## config.mk

```make
export PLATFORM = sky130hd
export DESIGN_NAME = dqs_dly_calib
export DESIGN_NICKNAME = d
export VERILOG_FILES = /design/src/rtl/dqs_dly_calib.sv
export SDC_FILE = /design/constraint.sdc
export NUM_CORES = 1
export LEC_CHECK = 0
export BUFFER_PORTS_ARGS = -buffer_cell sky130_fd_sc_hd__buf_4
export CAP_MARGIN = 20
export CORE_UTILIZATION = 50
export CTS_CLUSTER_DIAMETER = 200
export DETAILED_ROUTE_END_ITERATION = 7
export PLACE_DENSITY = 0.77
export SLEW_MARGIN = 20
export SYNTH_ARGS = -nofsm -noshare
export SYNTH_HDL_FRONTEND = slang
export SYNTH_SLANG_ARGS = --single-unit
```

## constraint.sdc

```tcl
create_clock -name clk -period 2.5 [get_ports clk]
set_input_delay 0.5 -clock clk [delete_from_list [all_inputs] [get_ports clk]]
set_output_delay 0.5 -clock clk [all_outputs]
set_load 0.1 [all_outputs]
```

## src/rtl/dqs_dly_calib.sv

```systemverilog
// dqs_dly_calib: per-lane delay calibration sequencer for the DQS/DQ test path.
//
// Sweeps one shared delay code 0..DLY_MAX across every lane. Each step loads and
// sets the delay lines, waits for the path to settle, then compares each lane's
// deserialized word against PATTERN. Each lane records its first contiguous
// passing window. At the end, every passing lane is loaded with its window centre.
//
// Ports:
//   clk      divided clock, rising edge
//   rst      asynchronous active-low reset
//   start    begin a sweep (only honoured while idle)
//   rx_data  deserialized words, lane i at [4i+3:4i]
//   dly      delay code presented to all delay lines (registered)
//   ld       per-lane load strobe for dly (registered)
//   set      apply loaded delays in all lanes (registered)
//   busy     high whenever the sequencer is not idle
//   done     one-cycle pulse at sweep completion (registered)
//   lane_ok  lane found at least one passing step
//   win_lo   per-lane first code of the first passing run
//   win_hi   per-lane last code of the first passing run
//   center   per-lane (win_lo + win_hi) >> 1

module dqs_dly_calib #(
  parameter int unsigned NUM_LANES     = 4,
  parameter int unsigned DLY_WIDTH     = 8,
  parameter int unsigned DLY_MAX       = 255,
  parameter int unsigned SETTLE_CYCLES = 16,
  parameter int unsigned SAMPLE_CYCLES = 64,
  parameter logic [3:0]  PATTERN       = 4'b0101
) (
  input  logic                           clk,
  input  logic                           rst,
  input  logic                           start,
  input  logic [4*NUM_LANES-1:0]         rx_data,
  output logic [DLY_WIDTH-1:0]           dly,
  output logic [NUM_LANES-1:0]           ld,
  output logic                           set,
  output logic                           busy,
  output logic                           done,
  output logic [NUM_LANES-1:0]           lane_ok,
  output logic [DLY_WIDTH*NUM_LANES-1:0] win_lo,
  output logic [DLY_WIDTH*NUM_LANES-1:0] win_hi,
  output logic [DLY_WIDTH*NUM_LANES-1:0] center
);

  localparam int unsigned CNT_MAX = (SETTLE_CYCLES > SAMPLE_CYCLES) ? SETTLE_CYCLES
                                                                     : SAMPLE_CYCLES;
  localparam int unsigned CNT_W   = (CNT_MAX > 1) ? $clog2(CNT_MAX) : 1;
  localparam int unsigned IDX_W   = (NUM_LANES > 1) ? $clog2(NUM_LANES) : 1;

  localparam logic [DLY_WIDTH-1:0] LAST_CODE   = DLY_WIDTH'(DLY_MAX);
  localparam logic [CNT_W-1:0]     SETTLE_LAST = CNT_W'(SETTLE_CYCLES - 1);
  localparam logic [CNT_W-1:0]     SAMPLE_LAST = CNT_W'(SAMPLE_CYCLES - 1);
  localparam logic [IDX_W-1:0]     LANE_LAST   = IDX_W'(NUM_LANES - 1);

  typedef enum logic [3:0] {
    StIdle,
    StLoad,
    StSet,
    StSettle,
    StSample,
    StNext,
    StApply,
    StApplySet,
    StDone
  } state_e;

  typedef logic [NUM_LANES-1:0][DLY_WIDTH-1:0] code_arr_t;

  state_e               state_q;
  logic [DLY_WIDTH-1:0] cur_q;
  logic [CNT_W-1:0]     cnt_q;
  logic [IDX_W-1:0]     idx_q;
  logic [NUM_LANES-1:0] fail_q;
  logic [NUM_LANES-1:0] found_q;
  logic [NUM_LANES-1:0] in_run_q;
  code_arr_t            win_lo_q;
  code_arr_t            win_hi_q;
  logic [DLY_WIDTH-1:0] dly_q;
  logic [NUM_LANES-1:0] ld_q;
  logic                 set_q;
  logic                 done_q;

  // Window state as it will be after the current step's NEXT update.
  logic [NUM_LANES-1:0] found_d;
  logic [NUM_LANES-1:0] in_run_d;
  code_arr_t            win_lo_d;
  code_arr_t            win_hi_d;
  code_arr_t            center_d;
  code_arr_t            center_c;
  logic [NUM_LANES-1:0] mism;
  logic [IDX_W-1:0]     idx_nxt;

  // Midpoint at DLY_WIDTH+1 bits so lo+hi cannot overflow before the shift.
  function automatic logic [DLY_WIDTH-1:0] midpoint(input logic [DLY_WIDTH-1:0] lo,
                                                    input logic [DLY_WIDTH-1:0] hi);
    logic [DLY_WIDTH:0] sum;
    sum = {1'b0, lo} + {1'b0, hi};
    return sum[DLY_WIDTH:1];
  endfunction

  always_comb begin
    mism = '0;
    for (int i = 0; i < NUM_LANES; i++) begin
      mism[i] = (rx_data[4*i +: 4] != PATTERN);
    end
  end

  // Only the first passing run is tracked: once found is set and in_run has
  // dropped, later passing steps leave the window untouched.
  always_comb begin
    found_d  = found_q;
    in_run_d = in_run_q;
    win_lo_d = win_lo_q;
    win_hi_d = win_hi_q;
    for (int i = 0; i < NUM_LANES; i++) begin
      if (fail_q[i]) begin
        in_run_d[i] = 1'b0;
      end else if (!found_q[i]) begin
        win_lo_d[i] = cur_q;
        win_hi_d[i] = cur_q;
        found_d[i]  = 1'b1;
        in_run_d[i] = 1'b1;
      end else if (in_run_q[i]) begin
        win_hi_d[i] = cur_q;
      end
    end
  end

  always_comb begin
    center_d = '0;
    center_c = '0;
    for (int i = 0; i < NUM_LANES; i++) begin
      center_d[i] = midpoint(win_lo_d[i], win_hi_d[i]);
      center_c[i] = midpoint(win_lo_q[i], win_hi_q[i]);
    end
  end

  assign idx_nxt = idx_q + IDX_W'(1);

  always_ff @(posedge clk or negedge rst) begin
    if (!rst) begin
      state_q  <= StIdle;
      cur_q    <= '0;
      cnt_q    <= '0;
      idx_q    <= '0;
      fail_q   <= '0;
      found_q  <= '0;
      in_run_q <= '0;
      win_lo_q <= '0;
      win_hi_q <= '0;
      dly_q    <= '0;
      ld_q     <= '0;
      set_q    <= 1'b0;
      done_q   <= 1'b0;
    end else begin
      // Strobes are single-cycle unless a state below re-asserts them.
      ld_q   <= '0;
      set_q  <= 1'b0;
      done_q <= 1'b0;

      unique case (state_q)
        StIdle: begin
          if (start) begin
            cur_q    <= '0;
            fail_q   <= '0;
            found_q  <= '0;
            in_run_q <= '0;
            win_lo_q <= '0;
            win_hi_q <= '0;
            dly_q    <= '0;
            ld_q     <= '1;
            state_q  <= StLoad;
          end
        end

        StLoad: begin
          set_q   <= 1'b1;
          state_q <= StSet;
        end

        StSet: begin
          cnt_q   <= '0;
          state_q <= StSettle;
        end

        StSettle: begin
          if (cnt_q == SETTLE_LAST) begin
            cnt_q   <= '0;
            state_q <= StSample;
          end else begin
            cnt_q <= cnt_q + CNT_W'(1);
          end
        end

        StSample: begin
          fail_q <= fail_q | mism;
          if (cnt_q == SAMPLE_LAST) begin
            cnt_q   <= '0;
            state_q <= StNext;
          end else begin
            cnt_q <= cnt_q + CNT_W'(1);
          end
        end

        StNext: begin
          found_q  <= found_d;
          in_run_q <= in_run_d;
          win_lo_q <= win_lo_d;
          win_hi_q <= win_hi_d;
          if (cur_q == LAST_CODE) begin
            // First APPLY cycle presents lane 0 using the just-updated window.
            idx_q    <= '0;
            dly_q    <= center_d[0];
            ld_q[0]  <= found_d[0];
            state_q  <= StApply;
          end else begin
            cur_q   <= cur_q + DLY_WIDTH'(1);
            dly_q   <= cur_q + DLY_WIDTH'(1);
            ld_q    <= '1;
            fail_q  <= '0;
            state_q <= StLoad;
          end
        end

        StApply: begin
          if (idx_q == LANE_LAST) begin
            set_q   <= 1'b1;
            state_q <= StApplySet;
          end else begin
            idx_q         <= idx_nxt;
            dly_q         <= center_c[idx_nxt];
            ld_q[idx_nxt] <= found_q[idx_nxt];
          end
        end

        StApplySet: begin
          done_q  <= 1'b1;
          state_q <= StDone;
        end

        StDone: begin
          state_q <= StIdle;
        end

        default: begin
          state_q <= StIdle;
        end
      endcase
    end
  end

  assign dly     = dly_q;
  assign ld      = ld_q;
  assign set     = set_q;
  assign done    = done_q;
  assign busy    = (state_q != StIdle);
  assign lane_ok = found_q;
  assign win_lo  = win_lo_q;
  assign win_hi  = win_hi_q;
  assign center  = center_c;

endmodule

```

==> Implementation_results.wiki <==
{| class="wikitable"
! Metric !! Value
|-
| Met3 WL || around 1900 µm
|-
| Worst setup path endpoint || center[23]
|-
| Most common cell in the synthesized netlist || sky130_fd_sc_hd__nand2_1
|-
| Routed wire per std cell || 21.14 µm
|-
| Number of vias per cell || between 6 and 7
|-
| Critical Path RT || about 2 ns
|-
| Number of inserted diodes || 0
|-
| Number of storage elements in the synthesis netlist || 110
|-
| Cell type with the highest aggregate area in the netlist || sky130_fd_sc_hd__dfrtp_1
|-
| Routed wire length || roughly 24,000 µm
|-
| Net count after synthesis || about 810
|-
| Standby leakage power || roughly 0.0049 µW
|-
| Maximum fanout along the worst path || 3
|-
| First element of the critical path || win_hi[17]$_DFFE_PN0P_
|-
| Clock Skews || 0.01379 ns
|-
| Clock latency at the later pin of the worst-skew pair || about 0.37 ns
|-
| Layout overhead on the synthesized area || 59.53%
|-
| Synthesized area per cell || approximately 9.0 µm²
|-
| Post-Place Worst Slack || -0.1874 ns
|-
| Number of warnings issued by yosys || 0
|-
| Global-route wire length before repair || roughly 36,000 µm
|-
| EDFF count, synth || 0
|-
| Setup TNS || -3.910 ns
|-
| Share of Yosys cell area claimed by the top area cell type || between 40% and 50%
|-
| Antenna violations before repair || 0
|-
| Uppermost layer routed || met4
|-
| Path type of the worst min-delay path || in2async
|-
| Vias after detailed routing || 7,063
|-
| Fraction of synthesis flops using an asynchronous set or reset pin || 100.0%
|-
| Worst-case register-to-register setup slack || -0.22 ns
|-
| Total setup violations reported at the end of the flow || 27
|-
| Total routing resource utilization after global routing || between 30 and 40%
|-
| Max-Cap Viols || 0
|-
| Post-route ant nets || 0
|-
| Number of DRC markers after the initial detailed-route iteration || around 570
|-
| Ranking of synthesized cells by instance count || sky130_fd_sc_hd__nand2_1, sky130_fd_sc_hd__dfrtp_1, sky130_fd_sc_hd__o21ai_0
|-
| End of the worst register-to-register path || dly[5]$_DFFE_PN0P_
|-
| Total DRC errors in the routed layout || 0
|-
| Final setup margin || -0.2866 ns
|-
| Distinct cell type count after synthesis || 60
|-
| Pin count of the biggest net entering global routing || 48
|-
| Metal2 WL || around 12,000 µm
|-
| Setup CP Type || reg2out
|-
| Global placement routability congestion || about 0.95
|-
| Top cells by area, synth || sky130_fd_sc_hd__dfrtp_1, sky130_fd_sc_hd__ha_1, sky130_fd_sc_hd__o21ai_0, sky130_fd_sc_hd__nand2_1, sky130_fd_sc_hd__nor2_1
|-
| Cell area power density || 661.6 mW/mm²
|-
| Reg2Reg Depth || 9
|-
| Final-report max-slew violation count || 0
|-
| Fmax || ~360 MHz
|-
| CTS tree || built
|-
| Slew at the pin closest to its max-slew limit || around 0.85 ns
|-
| Startpoint types || flip-flop
|-
| Setup repair after global routing missed its margin || yes
|-
| Die Y || 117.4 µm
|-
| Remaining Overflow, GRT || 0
|-
| Clock transition at the register clock pins on the worst setup and hold paths after CTS || ~0.08 ns
|-
| Floorplan Core Area || 0.01282 mm²
|-
| Most instantiated flip-flop cell in the synthesis netlist || sky130_fd_sc_hd__dfrtp_1
|-
| TritonRoute pass-1 iters || 6
|-
| Post-Route M1 WL || approximately 9200 µm
|-
| Final worst-path cycle share || 111.5%
|-
| Area of the die || 0.01378 mm²
|-
| Worst Setup End Kind || output pin
|-
| Initial standard-cell utilization of the core || approximately 52%
|-
| Placed wire-length estimate after detailed placement || roughly 16,000 µm
|-
| Clock sink count || 110
|-
| Buffer levels on the longest clock path || 2
|-
| Count of buffers inserted at the top-level ports || approximately 130
|-
| H-tree levels || 3
|-
| Peak supply drop || about 0.55 mV
|-
| Post-synthesis instance area || roughly 0.0067 mm²
|-
| Beginning of the worst register-to-register path || win_lo[0]$_DFFE_PN0P_
|-
| Width of the chip || 117.4 µm
|-
| Total Power || between 7000 and 8000 µW
|-
| Status || complete, but fails checks
|-
| Data arrival time at the worst-slack endpoint || ~2.3 ns
|-
| Number of top-level design ports || 134
|-
| Max-slew headroom at the worst pin || 43.12%
|-
| Clk root buf || sky130_fd_sc_hd__clkbuf_16
|-
| Core Rows || between 40 and 50
|-
| Seq/Total Area, Yosys || between 40 and 50%
|-
| Layout cell share with drive strength beyond 1 || between 40% and 50%
|-
| Final Hold Violating Endpoints || 0
|-
| TritonCTS buffer count || 9
|-
| Number of global-route vias before repair || 6,884
|-
| Gate count after technology mapping || between 700 and 800
|-
| Number of nets in the layout || between 1,000 and 1,500
|-
| Violations in the final reports || negative setup slack
|-
| Time the final worst path needs with I/O delays and setup || 2.787 ns
|}
cell families (layout without fill, tap and decap cells):
group / after synthesis / count (layout) / share of synthesized area (%)
multiplexers: 26 / 26 / 5.111
buffers and inverters: 52 / 293 / 3.063
AO/OA/AOI/OAI: 215 / 215 / 19.71
adder cells (fa/ha/maj): 46 / 46 / 9.207
flip-flops: 110 / 110 / 41.34
AND/OR/NAND/NOR: 271 / 271 / 18.55
XOR/XNOR: 23 / 23 / 3.025
power breakdown:
part           total, µW  internal, µW  switching (µW)
clock network       1430           712             717
registers           2270          2030             241
logic               3330           982            2350
total               7030          3720            3300
worst min path at each step:
stage / from / to
floorplan: rst / cnt_q[0]$_DFFE_PN0P_
global placement: in_run_q[1]$_DFFE_PN0P_ / in_run_q[1]$_DFFE_PN0P_
detailed placement: in_run_q[2]$_DFFE_PN0P_ / in_run_q[2]$_DFFE_PN0P_
CTS: rst / win_lo[19]$_DFFE_PN0P_
global route: rst / win_hi[19]$_DFFE_PN0P_
finish: rst / win_lo[17]$_DFFE_PN0P_
routing by layer:
metal / GRT usage [%] / vias to the layer above
met4: 16.40 / 0
met2: 57.58 / 368
met5: 0 / -
met3: 6.177 / 94
li1: - / 3117
met1: 40.95 / 3484
repair_timing:
| item | in CTS | in global routing |
|---|---|---|
| hold endpoints to repair | 0 | 0 |
| endpoints found under the setup margin | 36 | 51 |
| hold buffers | 0 | 0 |
| setup buffers | 36 | 22 |
| pin swaps | 57 | 40 |
| gates resized for setup | 126 | 57 |
per-stage QoR:
step | area (µm²) | instances | util (%) | hold slack (ns)
2_1_floorplan | 7502 | 743 | - | 0.2044
3_5_place_dp | 9126 | 1085 | 71.16 | 0.4759
3_3_place_gp | 9126 | 1085 | 71.16 | 0.4608
6_report | 10620 | 1156 | 82.83 | 0.1669
4_1_cts | 10220 | 1136 | 79.73 | 0.1875
5_1_grt | 10620 | 1156 | 82.83 | 0.2169
state kept, by name, indices dropped and copies added, names as in the netlist:
register and cells:
cnt_q 6, cur_q 8, dly 8, done 1, fail_q 4, idx_q 2, in_run_q 4, lane_ok 4
ld 4, set 1, state_q 4, win_hi 32, win_lo 32
critical path: stages (launching register included):
cell	delay, ns
sky130_fd_sc_hd__dfrtp_4	0.45
sky130_fd_sc_hd__inv_4	0.04
sky130_fd_sc_hd__fa_2	0.42
sky130_fd_sc_hd__nor2b_4	0.15
sky130_fd_sc_hd__o31a_1	0.23
sky130_fd_sc_hd__nor2_1	0.09
sky130_fd_sc_hd__o21ai_1	0.20
sky130_fd_sc_hd__a21o_4	0.18
sky130_fd_sc_hd__buf_12	0.17
cell usage in the layout, fill, tap and decap left out, types with 6 or more instances in the layout:
| cell | Yosys | final |
|---|---|---|
| sky130_fd_sc_hd__a21o_1 | 13 | 9 |
| sky130_fd_sc_hd__a21oi_1 | 31 | 14 |
| sky130_fd_sc_hd__dfrtp_1 | 110 | 53 |
| sky130_fd_sc_hd__a21oi_4 | 0 | 9 |
| sky130_fd_sc_hd__buf_12 | 0 | 25 |
| sky130_fd_sc_hd__mux2_4 | 0 | 7 |
| sky130_fd_sc_hd__nand3_1 | 26 | 25 |
| sky130_fd_sc_hd__a21oi_2 | 0 | 8 |
| sky130_fd_sc_hd__o21a_1 | 16 | 16 |
| sky130_fd_sc_hd__buf_6 | 0 | 20 |
| sky130_fd_sc_hd__xnor2_4 | 0 | 11 |
| sky130_fd_sc_hd__o31ai_1 | 7 | 6 |
| sky130_fd_sc_hd__nand2_1 | 130 | 121 |
| sky130_fd_sc_hd__nor2_1 | 56 | 43 |
| sky130_fd_sc_hd__ha_4 | 0 | 19 |
| sky130_fd_sc_hd__o21ai_1 | 1 | 8 |
| sky130_fd_sc_hd__o21ai_0 | 101 | 86 |
| sky130_fd_sc_hd__clkbuf_16 | 0 | 9 |
| sky130_fd_sc_hd__inv_1 | 20 | 14 |
| sky130_fd_sc_hd__ha_1 | 41 | 18 |
| sky130_fd_sc_hd__dfrtp_4 | 0 | 40 |
| sky130_fd_sc_hd__nand2b_1 | 11 | 8 |
| sky130_fd_sc_hd__buf_4 | 0 | 210 |
| sky130_fd_sc_hd__dfrtp_2 | 0 | 17 |
| sky130_fd_sc_hd__mux2_2 | 14 | 7 |
| sky130_fd_sc_hd__nor2_2 | 0 | 8 |
cell type report:
class | count | area (µm²)
clock buffers | 10 | 239.0
clock inverters | 6 | 45.04
fillers | 711 | 2202
inverters | 21 | 81.33
multi-input cells | 581 | 4801
flip-flops and latches | 110 | 2924
well taps | 172 | 215.2
repair buffers | 256 | 2317
No activity file was read; power rests on OpenSTA's default activity.
